**src/rtl/mem_arbiter_pkg.sv**
```systemverilog
// Shared definitions for the instruction/data memory arbiter:
// bus widths, the default RAM access length, the FSM state type and
// the wait-counter load helper.
package mem_arbiter_pkg;

  localparam int unsigned REG_BUS             = 32;
  localparam int unsigned INST_ADDR_BUS       = 32;
  localparam int unsigned WAIT_CYCLES_DEFAULT = 2;
  localparam int unsigned WAIT_CNT_W          = 3;

  typedef logic [REG_BUS-1:0]       reg_bus_t;
  typedef logic [INST_ADDR_BUS-1:0] inst_addr_t;
  typedef logic [WAIT_CNT_W-1:0]    wait_cnt_t;

  typedef enum logic [1:0] {
    IDLE  = 2'd0,
    GNT_D = 2'd1,
    GNT_I = 2'd2
  } arb_state_e;

  // Value loaded into the wait counter on a grant; the access completes
  // when the counter has run down to zero.
  function automatic wait_cnt_t wait_load(input int unsigned wait_cycles);
    return wait_cnt_t'(wait_cycles - 1);
  endfunction

endpackage

```
**src/rtl/mem_arbiter_if.sv**
```systemverilog
// Bundle of the arbiter's handshake and RAM signals.
//   inst_*  : fetch request/address in, fetched word and ack out
//   data_*  : MEM-stage request, write flag, lanes, address, store data in;
//             load word and ack out
//   ram_*   : shared single-port RAM (strobes/address/data out, read data in)
//   stallreq_o : pipeline stall request
// Modport slave is the arbiter's view; master is the pipeline/RAM side.
interface mem_arbiter_if;
  import mem_arbiter_pkg::*;

  logic       inst_req_i;
  inst_addr_t inst_addr_i;
  reg_bus_t   inst_rdata_o;
  logic       inst_ack_o;

  logic       data_ce_i;
  logic       data_wr_i;
  logic [3:0] data_sel_i;
  reg_bus_t   data_addr_i;
  reg_bus_t   data_wdata_i;
  reg_bus_t   data_rdata_o;
  logic       data_ack_o;

  logic       ram_ce_o;
  logic       ram_we_o;
  logic [3:0] ram_sel_o;
  reg_bus_t   ram_addr_o;
  reg_bus_t   ram_wdata_o;
  reg_bus_t   ram_rdata_i;

  logic       stallreq_o;

  modport slave (
    input  inst_req_i, inst_addr_i,
    output inst_rdata_o, inst_ack_o,
    input  data_ce_i, data_wr_i, data_sel_i, data_addr_i, data_wdata_i,
    output data_rdata_o, data_ack_o,
    output ram_ce_o, ram_we_o, ram_sel_o, ram_addr_o, ram_wdata_o,
    input  ram_rdata_i,
    output stallreq_o
  );

  modport master (
    output inst_req_i, inst_addr_i,
    input  inst_rdata_o, inst_ack_o,
    output data_ce_i, data_wr_i, data_sel_i, data_addr_i, data_wdata_i,
    input  data_rdata_o, data_ack_o,
    input  ram_ce_o, ram_we_o, ram_sel_o, ram_addr_o, ram_wdata_o,
    output ram_rdata_i,
    input  stallreq_o
  );

endinterface

```
**src/rtl/mem_arbiter.sv**
```systemverilog
// Arbiter sharing one single-port RAM between instruction fetch and the
// MEM stage. Each grant holds the RAM strobes for WAIT_CYCLES cycles,
// captures the read word at the end and pulses the requester's ack for one
// cycle. Contention is resolved by alternating on the last data grant.
// Ports:
//   clk  : clock, rising edge
//   rst  : asynchronous active-low reset
//   bus  : mem_arbiter_if.slave (fetch, data, RAM and stall signals)
// Parameter:
//   WAIT_CYCLES : RAM access cycles per transaction, 1..7
module mem_arbiter
  import mem_arbiter_pkg::*;
#(
  parameter int unsigned WAIT_CYCLES = WAIT_CYCLES_DEFAULT
) (
  input logic          clk,
  input logic          rst,
  mem_arbiter_if.slave bus
);

  localparam wait_cnt_t CNT_LOAD = wait_load(WAIT_CYCLES);

  arb_state_e state;
  wait_cnt_t  cnt;
  logic       last_d;
  logic       rst_done;

  logic       grant_d;
  logic       grant_i;

  logic       inst_ack_q;
  logic       data_ack_q;
  reg_bus_t   inst_rdata_q;
  reg_bus_t   data_rdata_q;
  logic       ram_ce_q;
  logic       ram_we_q;
  logic [3:0] ram_sel_q;
  reg_bus_t   ram_addr_q;
  reg_bus_t   ram_wdata_q;

  // Grant decode and stall request. Grants are only considered in IDLE,
  // so requester inputs are ignored for the whole of an access.
  always_comb begin
    grant_d = 1'b0;
    grant_i = 1'b0;
    if (state == IDLE && rst_done) begin
      if (bus.data_ce_i && (!bus.inst_req_i || !last_d)) begin
        grant_d = 1'b1;
      end else if (bus.inst_req_i) begin
        grant_i = 1'b1;
      end
    end
    bus.stallreq_o = (bus.data_ce_i & ~data_ack_q) | (bus.inst_req_i & ~inst_ack_q);
  end

  // rst_done holds off the first grant until the second edge after reset
  // release, so a release close to an edge never launches a RAM access.
  always_ff @(posedge clk or negedge rst) begin
    if (!rst) begin
      state        <= IDLE;
      cnt          <= '0;
      last_d       <= 1'b0;
      rst_done     <= 1'b0;
      inst_ack_q   <= 1'b0;
      data_ack_q   <= 1'b0;
      inst_rdata_q <= '0;
      data_rdata_q <= '0;
      ram_ce_q     <= 1'b0;
      ram_we_q     <= 1'b0;
      ram_sel_q    <= '0;
      ram_addr_q   <= '0;
      ram_wdata_q  <= '0;
    end else begin
      rst_done   <= 1'b1;
      inst_ack_q <= 1'b0;
      data_ack_q <= 1'b0;
      case (state)
        IDLE: begin
          if (grant_d) begin
            state       <= GNT_D;
            cnt         <= CNT_LOAD;
            last_d      <= 1'b1;
            ram_ce_q    <= 1'b1;
            ram_we_q    <= bus.data_wr_i;
            ram_sel_q   <= bus.data_sel_i;
            ram_addr_q  <= bus.data_addr_i;
            ram_wdata_q <= bus.data_wdata_i;
          end else if (grant_i) begin
            state       <= GNT_I;
            cnt         <= CNT_LOAD;
            last_d      <= 1'b0;
            ram_ce_q    <= 1'b1;
            ram_we_q    <= 1'b0;
            ram_sel_q   <= '1;
            ram_addr_q  <= bus.inst_addr_i;
            ram_wdata_q <= '0;
          end
        end
        GNT_D: begin
          if (cnt == '0) begin
            // Stores leave the load register untouched.
            if (!ram_we_q) begin
              data_rdata_q <= bus.ram_rdata_i;
            end
            data_ack_q <= 1'b1;
            ram_ce_q   <= 1'b0;
            ram_we_q   <= 1'b0;
            state      <= IDLE;
          end else begin
            cnt <= cnt - 1'b1;
          end
        end
        GNT_I: begin
          if (cnt == '0) begin
            inst_rdata_q <= bus.ram_rdata_i;
            inst_ack_q   <= 1'b1;
            ram_ce_q     <= 1'b0;
            ram_we_q     <= 1'b0;
            state        <= IDLE;
          end else begin
            cnt <= cnt - 1'b1;
          end
        end
        default: begin
          state    <= IDLE;
          ram_ce_q <= 1'b0;
          ram_we_q <= 1'b0;
        end
      endcase
    end
  end

  assign bus.inst_ack_o   = inst_ack_q;
  assign bus.inst_rdata_o = inst_rdata_q;
  assign bus.data_ack_o   = data_ack_q;
  assign bus.data_rdata_o = data_rdata_q;
  assign bus.ram_ce_o     = ram_ce_q;
  assign bus.ram_we_o     = ram_we_q;
  assign bus.ram_sel_o    = ram_sel_q;
  assign bus.ram_addr_o   = ram_addr_q;
  assign bus.ram_wdata_o  = ram_wdata_q;

endmodule

```
**src/flat_wrapper.sv**
```systemverilog
// flat-port wrapper written by rule: the top's interface ports become plain ports
module mem_arbiter_flat import mem_arbiter_pkg::*;
#(
  parameter int unsigned WAIT_CYCLES = WAIT_CYCLES_DEFAULT
)
  (clk, rst, bus_inst_req_i, bus_inst_addr_i, bus_inst_rdata_o, bus_inst_ack_o, bus_data_ce_i, bus_data_wr_i, bus_data_sel_i, bus_data_addr_i, bus_data_wdata_i, bus_data_rdata_o, bus_data_ack_o, bus_ram_ce_o, bus_ram_we_o, bus_ram_sel_o, bus_ram_addr_o, bus_ram_wdata_o, bus_ram_rdata_i, bus_stallreq_o);
  mem_arbiter_if bus_i ();
  input logic clk;
  input logic rst;
  input wire logic [$bits(bus_i.inst_req_i)-1:0] bus_inst_req_i;
  input wire logic [$bits(bus_i.inst_addr_i)-1:0] bus_inst_addr_i;
  output wire logic [$bits(bus_i.inst_rdata_o)-1:0] bus_inst_rdata_o;
  output wire logic [$bits(bus_i.inst_ack_o)-1:0] bus_inst_ack_o;
  input wire logic [$bits(bus_i.data_ce_i)-1:0] bus_data_ce_i;
  input wire logic [$bits(bus_i.data_wr_i)-1:0] bus_data_wr_i;
  input wire logic [$bits(bus_i.data_sel_i)-1:0] bus_data_sel_i;
  input wire logic [$bits(bus_i.data_addr_i)-1:0] bus_data_addr_i;
  input wire logic [$bits(bus_i.data_wdata_i)-1:0] bus_data_wdata_i;
  output wire logic [$bits(bus_i.data_rdata_o)-1:0] bus_data_rdata_o;
  output wire logic [$bits(bus_i.data_ack_o)-1:0] bus_data_ack_o;
  output wire logic [$bits(bus_i.ram_ce_o)-1:0] bus_ram_ce_o;
  output wire logic [$bits(bus_i.ram_we_o)-1:0] bus_ram_we_o;
  output wire logic [$bits(bus_i.ram_sel_o)-1:0] bus_ram_sel_o;
  output wire logic [$bits(bus_i.ram_addr_o)-1:0] bus_ram_addr_o;
  output wire logic [$bits(bus_i.ram_wdata_o)-1:0] bus_ram_wdata_o;
  input wire logic [$bits(bus_i.ram_rdata_i)-1:0] bus_ram_rdata_i;
  output wire logic [$bits(bus_i.stallreq_o)-1:0] bus_stallreq_o;
  assign bus_i.inst_req_i = bus_inst_req_i;
  assign bus_i.inst_addr_i = bus_inst_addr_i;
  assign bus_inst_rdata_o = bus_i.inst_rdata_o;
  assign bus_inst_ack_o = bus_i.inst_ack_o;
  assign bus_i.data_ce_i = bus_data_ce_i;
  assign bus_i.data_wr_i = bus_data_wr_i;
  assign bus_i.data_sel_i = bus_data_sel_i;
  assign bus_i.data_addr_i = bus_data_addr_i;
  assign bus_i.data_wdata_i = bus_data_wdata_i;
  assign bus_data_rdata_o = bus_i.data_rdata_o;
  assign bus_data_ack_o = bus_i.data_ack_o;
  assign bus_ram_ce_o = bus_i.ram_ce_o;
  assign bus_ram_we_o = bus_i.ram_we_o;
  assign bus_ram_sel_o = bus_i.ram_sel_o;
  assign bus_ram_addr_o = bus_i.ram_addr_o;
  assign bus_ram_wdata_o = bus_i.ram_wdata_o;
  assign bus_i.ram_rdata_i = bus_ram_rdata_i;
  assign bus_stallreq_o = bus_i.stallreq_o;
  mem_arbiter #(.WAIT_CYCLES(WAIT_CYCLES)) u_core (.clk(clk), .rst(rst), .bus(bus_i));
endmodule
```
**config.mk**
```make
export PLATFORM = sky130hd
export DESIGN_NAME = mem_arbiter_flat
export DESIGN_NICKNAME = d
export VERILOG_FILES = /design/src/rtl/mem_arbiter_pkg.sv /design/src/rtl/mem_arbiter_if.sv /design/src/rtl/mem_arbiter.sv /design/src/flat_wrapper.sv
export SDC_FILE = /design/constraint.sdc
export NUM_CORES = 1
export LEC_CHECK = 0
export CAP_MARGIN = 10
export CORE_MARGIN = 2
export CORE_UTILIZATION = 41
export CTS_CLUSTER_DIAMETER = 100
export DETAILED_ROUTE_END_ITERATION = 16
export MAX_ROUTING_LAYER = met4
export PLACE_DENSITY = 0.81
export SYNTH_ARGS = -nofsm -noshare
export SYNTH_HDL_FRONTEND = slang
export SYNTH_SLANG_ARGS = --single-unit
```
**constraint.sdc**
```tcl
create_clock -name clk -period 2.2 [get_ports clk]
set_input_delay 0.22 -clock clk [delete_from_list [all_inputs] [get_ports clk]]
set_output_delay 0.22 -clock clk [all_outputs]
set_load 0.05 [all_outputs]
```
[Yosys cells after proc, flatten, opt, wreduce, memory -nomap -nowiden]
Index checks and enable logic that the tools add are counted.
Operators by class
  add/sub/neg operators: 1
  eq/ne operators: 5
  multiplexer cells: 30
  bitwise gates (word level): 6
  reduce and logical (&&, ||, !) cells: 15
Operators with widths (number)
  two-way mux 32 bit: 4
  two-way mux 1 bit: 14
  two-way mux 3 bit: 3
  two-way mux 4 bit: 2
  two-way mux 2 bit: 3
  case mux 3 bit (2 select lines): 1
  AND reduction 2 bit: 3
  AND reduction 3 bit: 2
  case mux 1 bit (2 select lines): 2
  case mux 2 bit (2 select lines): 1
  nonzero test 2 bit: 2
  logical NOT 3 bit: 1
  inequality test 3 x 1 -> 1 bit (second input constant): 1
  inverter 1 bit: 3
  subtractor 3 x 1 -> 3 bit (second input constant): 1
  bitwise AND 1 bit: 2
  equality test 2 x 1 -> 1 bit (second input constant): 1
  equality test 2 bit (second input constant): 1
  logical AND 1 bit: 2
  logical NOT 1 bit: 2
  logical NOT 2 bit: 1
  inequality test 2 x 1 -> 1 bit (second input constant): 1
  inequality test 2 bit (second input constant): 1
  OR reduction 2 bit: 1
  other kinds (2): 2
Word-level totals
  bits in registers: 143
  bits of input ports: 137
  output and inout bits: 137
  logic and storage cells: 70

[Longest topological paths before layout]
  depth after elaboration: 8
  gate-level depth with buffers: 8
  depth with buffers taken out: 5

[Least setup slack after synthesis]
Ideal clock, no wire load.
  path type: flip-flop to flip-flop
  start point: register u_core.cnt[0]
  end point: register u_core.data_rdata_q[10], in the netlist u_core.bus.data_rdata_o[10]
  library setup time: 0.125 ns
  arrival: 1.549 ns
  required time: 2.075 ns
  slack: 0.526 ns
  stages on the path, launching flop included: 7
  buffers on the path: 1
  period minus slack after synthesis: 1.674 ns
  cell sequence: dfrtp_1 inv_1 ha_1 nand2b_4 nor3b_4 buf_6 mux2_2
Between the ends
  longest elaborated chain between the ends: 2
RTL lines
  start, declared: RTL line mem_arbiter.sv:24  | wait_cnt_t cnt;
  start signal, assigned: RTL line mem_arbiter.sv:110  | cnt <= cnt - 1'b1;
  start signal, assigned: RTL line mem_arbiter.sv:121  | cnt <= cnt - 1'b1;
  logical NOT 3 bit: RTL line mem_arbiter.sv:100  | if (cnt == '0) begin
  AND reduction 3 bit (no line)
  end signal, assigned: RTL line mem_arbiter.sv:103  | data_rdata_q <= bus.ram_rdata_i;
  end, declared: RTL line mem_arbiter.sv:34  | reg_bus_t data_rdata_q;
Every way passes these cells.
A chain may end at the register's enable or synchronous reset.

[Worst setup path in the final report]
  start point: register u_core.state[0]
  end point: register u_core.ram_addr_q[10], in the netlist u_core.bus.ram_addr_o[10]
Between the ends
  longest elaborated chain between the ends: 5
  elaborated cells between the ends (all ways): 7
  those cells by class: mux (3); reduce/logical (4)
RTL lines
  start, declared: RTL line mem_arbiter.sv:23  | arb_state_e state;
  start signal, assigned: RTL line mem_arbiter.sv:60  | state <= IDLE;
  start signal, assigned: RTL line mem_arbiter.sv:80  | state <= GNT_D;
  start signal, assigned: RTL line mem_arbiter.sv:89  | state <= GNT_I;
  logical NOT 2 bit *: RTL line mem_arbiter.sv:46, mem_arbiter.sv:77
  logical AND 1 bit: RTL line mem_arbiter.sv:46  | if (state == IDLE && rst_done) begin
  two-way mux 1 bit: RTL line mem_arbiter.sv:46
  nonzero test 2 bit (no line)
  AND reduction 2 bit (no line)
  end signal, assigned: RTL line mem_arbiter.sv:86  | ram_addr_q <= bus.data_addr_i;
  end signal, assigned: RTL line mem_arbiter.sv:95  | ram_addr_q <= bus.inst_addr_i;
  end, declared: RTL line mem_arbiter.sv:38  | reg_bus_t ram_addr_q;
Mark *: on every way between the ends. The rest lies on a longest branch, timed or not.

==> summary.txt <==
Sequential area share after synthesis -> 0.6260
Worst path arrival time -> 2.23 ns
Max Cap Violations -> 0
Vias in the first global route -> 4871
Setup WS post-layout -> 0.2692 ns
Routed WL per cell -> 18.15 um
Run status -> completed
Power share of the clock group -> 0.172
Finished Core Util -> 0.6766
Remaining DRCs -> 0
EDFF count, synth -> 0
Net Count, Synth -> 530
Worst setup EP type -> register
Crit path depth -> 6
Syn. warnings -> 0
Die height -> 122.1 um
Reg-to-Reg Start -> u_core.state[0]$_DFFE_PN0P_
Most frequent cells in the layout -> clkdlybuf4s50_1 (271), dfrtp_1 (143), mux2_2 (65), a22o_1 (33)
DR vias -> 4474
CP Data Required Time -> 2.50 ns
Post-CTS setup buffers -> 0
FP Rows -> 43
Filler Cell Count -> 1020
FF+latch count, synth -> 143
FF-to-FF setup slack -> 0.27 ns
CTS Hold Bufs -> 1
# diodes -> 0
Max stage delay on crit path -> 0.41 ns
CTS tree -> yes
Die width -> 122.1 um
DPL Wire Length -> 11420 um
Area leader, netlist -> dfrtp_1
Synthesized area per cell -> 14.77 sq um
Sw frac -> 0.4521
Fin nets -> 811
CP Cell Sequence -> inv_1 -> ha_1 -> nand3_4 -> buf_4 -> o32a_1 -> o21a_1
Seq pwr share -> 0.270
Minimum clock period after layout -> 1.931 ns
Final clock skew -> 0.008044 ns
Tot Pwr -> 16.94 mW
Clock Sinks -> 143
Maximum vdd drop -> 0.9941 mV
Gr usage total -> 0.2224
Most frequent standard cell in the layout excluding fill and tap cells -> clkdlybuf4s50_1
Share of the synthesized area in the top cell type -> 0.6260
Lkg Pwr -> 3.876 nW
Max Slew Vio Count -> 0
Fin. Hold Viols -> 0
Port Buf Inserts -> 273
Root buffer cell -> clkbuf_16
Slowest-stage cell, CP -> dfrtp_1
DRT iter0 DRCs -> 199
Int Pwr -> 9.281 mW
Final wirelength -> 15630 um
Net Sw Power -> 7.659 mW
Most used DFF post-synth -> dfrtp_1
Largest net degree at the start of global routing -> 63
Slew @ Worst Pin -> 0.5832 ns
Crit Path Class -> register to register
Clock-pin slew on the worst setup and hold paths -> 0.05 ns
Clock Latency Late Sink -> 0.41 ns
Setup Viol. Count Final -> 0
Number of placed I/O pins -> 274
Initial core utilization -> 0.4151
Final period utilization -> 0.8776
Sum of buffers and inverters on the critical path -> 2
Maximum clock frequency -> 0.5179 GHz
CP delay by family, top -> compound AO/OA/AOI/OAI gates
PD cells -> 1818 mW/mm^2
Share of cells above drive strength 1 -> 0.1777
Top post-synthesis cells by area -> dfrtp_1 (63%), mux2_2 (13%), o32a_1 (5.6%)
Final ANT Viol Nets -> 0
FF-to-FF End -> u_core.bus.ram_addr_o[10]$_DFFE_PN0P_
Worst r2r path cells -> 6
First-pass GRT wire length -> 24440 um
Global placement routability congestion -> 0.8044
RSZ-0062 raised after global routing -> no
Grt ovf -> 0
Comb power frac -> 0.558
Htree depth -> 4
# resized after CTS -> 0
Worst-path fanout max -> 17
CORE AREA -> 0.01377 sq mm
Vias/cell -> 5.196
Slew HR -> 0.6100
Initial antenna violation count -> 0
Synth Instances -> 387
Area growth syn-to-layout -> 63.01%
Synth Cell Area -> 0.005717 sq mm
Setup TNS -> 0 ns
Netlist cell types -> 38
Num CTS Buffers -> 17
Longest Clk Path Bufs -> 2
Critical Path Start Type -> register
First-pass iteration count of the detailed router -> 4
Post-synthesis async set-or-reset flop share -> 1.000
HP Class -> input pin to asynchronous set/reset pin
Setup slack at placement -> 0.2873 ns
Die area -> 0.01490 sq mm
==> routing by layer <==
layer	global-route usage	part of all wire	vias up
met1	0.2384	0.38	2203
met4	0.1070	0.029	0
met5	-	0	-
met2	0.3785	0.51	210
li1	-	-	2026
met3	0.06367	0.081	35
==> power groups by stage <==
stage | registers, mW | clock network (mW) | logic [mW]
4_1_cts | 4.59 | 2.98 | 9.52
6_report | 4.58 | 2.91 | 9.45
5_1_grt | 4.74 | 3.11 | 9.85
3_3_place_gp | 4.53 | 0 | 9.37
2_1_floorplan | 8.75 | 0 | 1.97
3_5_place_dp | 4.61 | 0 | 9.49
==> metrics by stage <==
stage | cell area [sq um] | hold WS (ns) | cells
final | 9319 | 0.3570 | 861
after global routing | 9319 | 0.3985 | 861
after CTS | 9319 | 0.3716 | 861
after detailed placement | 8701 | 0.2395 | 828
after global placement | 8701 | 0.2369 | 828
after floorplan | 5717 | -0.07559 | 387
==> cell type report <==
cell class              instances  area [sq um]  share of cell area
clock inverters                11         137.6             0.01477
flip-flops and latches        143          3578              0.3840
multi-input cells             207          1953              0.2096
inverters                      10         37.54            0.004028
well taps                     180         225.2             0.02417
repair buffers                289          2917              0.3130
clock buffers                  21         470.5             0.05048
==> worst register-to-register path, cell delays in order (launching register included) <==
cell     delay [ns]
dfrtp_1        0.41
inv_1          0.11
ha_1           0.39
nand3_4        0.20
buf_4          0.26
o32a_1         0.35
o21a_1         0.11
==> state kept, by name, indices dropped and copies added, names as in the netlist <==
register                 cells
u_core.bus.data_ack_o        1
u_core.bus.data_rdata_o     32
u_core.bus.inst_ack_o        1
u_core.bus.inst_rdata_o     32
u_core.bus.ram_addr_o       32
u_core.bus.ram_ce_o          1
u_core.bus.ram_sel_o         4
u_core.bus.ram_wdata_o      32
u_core.bus.ram_we_o          1
u_core.cnt                   3
u_core.last_d                1
u_core.rst_done              1
u_core.state                 2
==> cell usage after synthesis (2+ instances only) <==
| master | instances |
|---|---|
| o21a_1 | 32 |
| dfrtp_1 | 143 |
| o32a_1 | 32 |
| buf_2 | 15 |
| a22o_1 | 33 |
| nor3_1 | 2 |
| o21ai_0 | 4 |
| buf_4 | 3 |
| inv_1 | 10 |
| o22a_1 | 4 |
| clkbuf_1 | 6 |
| buf_6 | 3 |
| a22oi_1 | 2 |
| nand2_1 | 2 |
| mux2_2 | 65 |
| ha_1 | 6 |
| a21oi_1 | 3 |
| and2_1 | 2 |
==> cell families (layout without fill, tap and decap cells) <==
group	count (synthesis)	after routing	synth area share
compound gates	118	118	0.1753
fa+ha+maj	6	6	0.01313
buf+inv	37	331	0.03349
flops	143	143	0.6260
mux	66	66	0.1298
other cells	1	1	0.0006560
simple gates	16	16	0.02167
==> worst max path at each step <==
stage	to	slack, ns	from
floorplan	u_core.bus.data_rdata_o[10]$_DFFE_PN0P_	0.53	u_core.cnt[0]$_DFFE_PN0P_
global placement	u_core.bus.data_rdata_o[15]$_DFFE_PN0P_	0.36	u_core.cnt[0]$_DFFE_PN0P_
detailed placement	u_core.bus.ram_addr_o[25]$_DFFE_PN0P_	0.29	u_core.state[1]$_DFFE_PN0P_
CTS	bus_ram_we_o	0.27	u_core.bus.ram_we_o$_DFFE_PN0P_
global route	u_core.bus.ram_addr_o[10]$_DFFE_PN0P_	0.12	u_core.state[1]$_DFFE_PN0P_
finish	u_core.bus.ram_addr_o[10]$_DFFE_PN0P_	0.27	u_core.state[0]$_DFFE_PN0P_
Power figures use the tool's default switching activity.
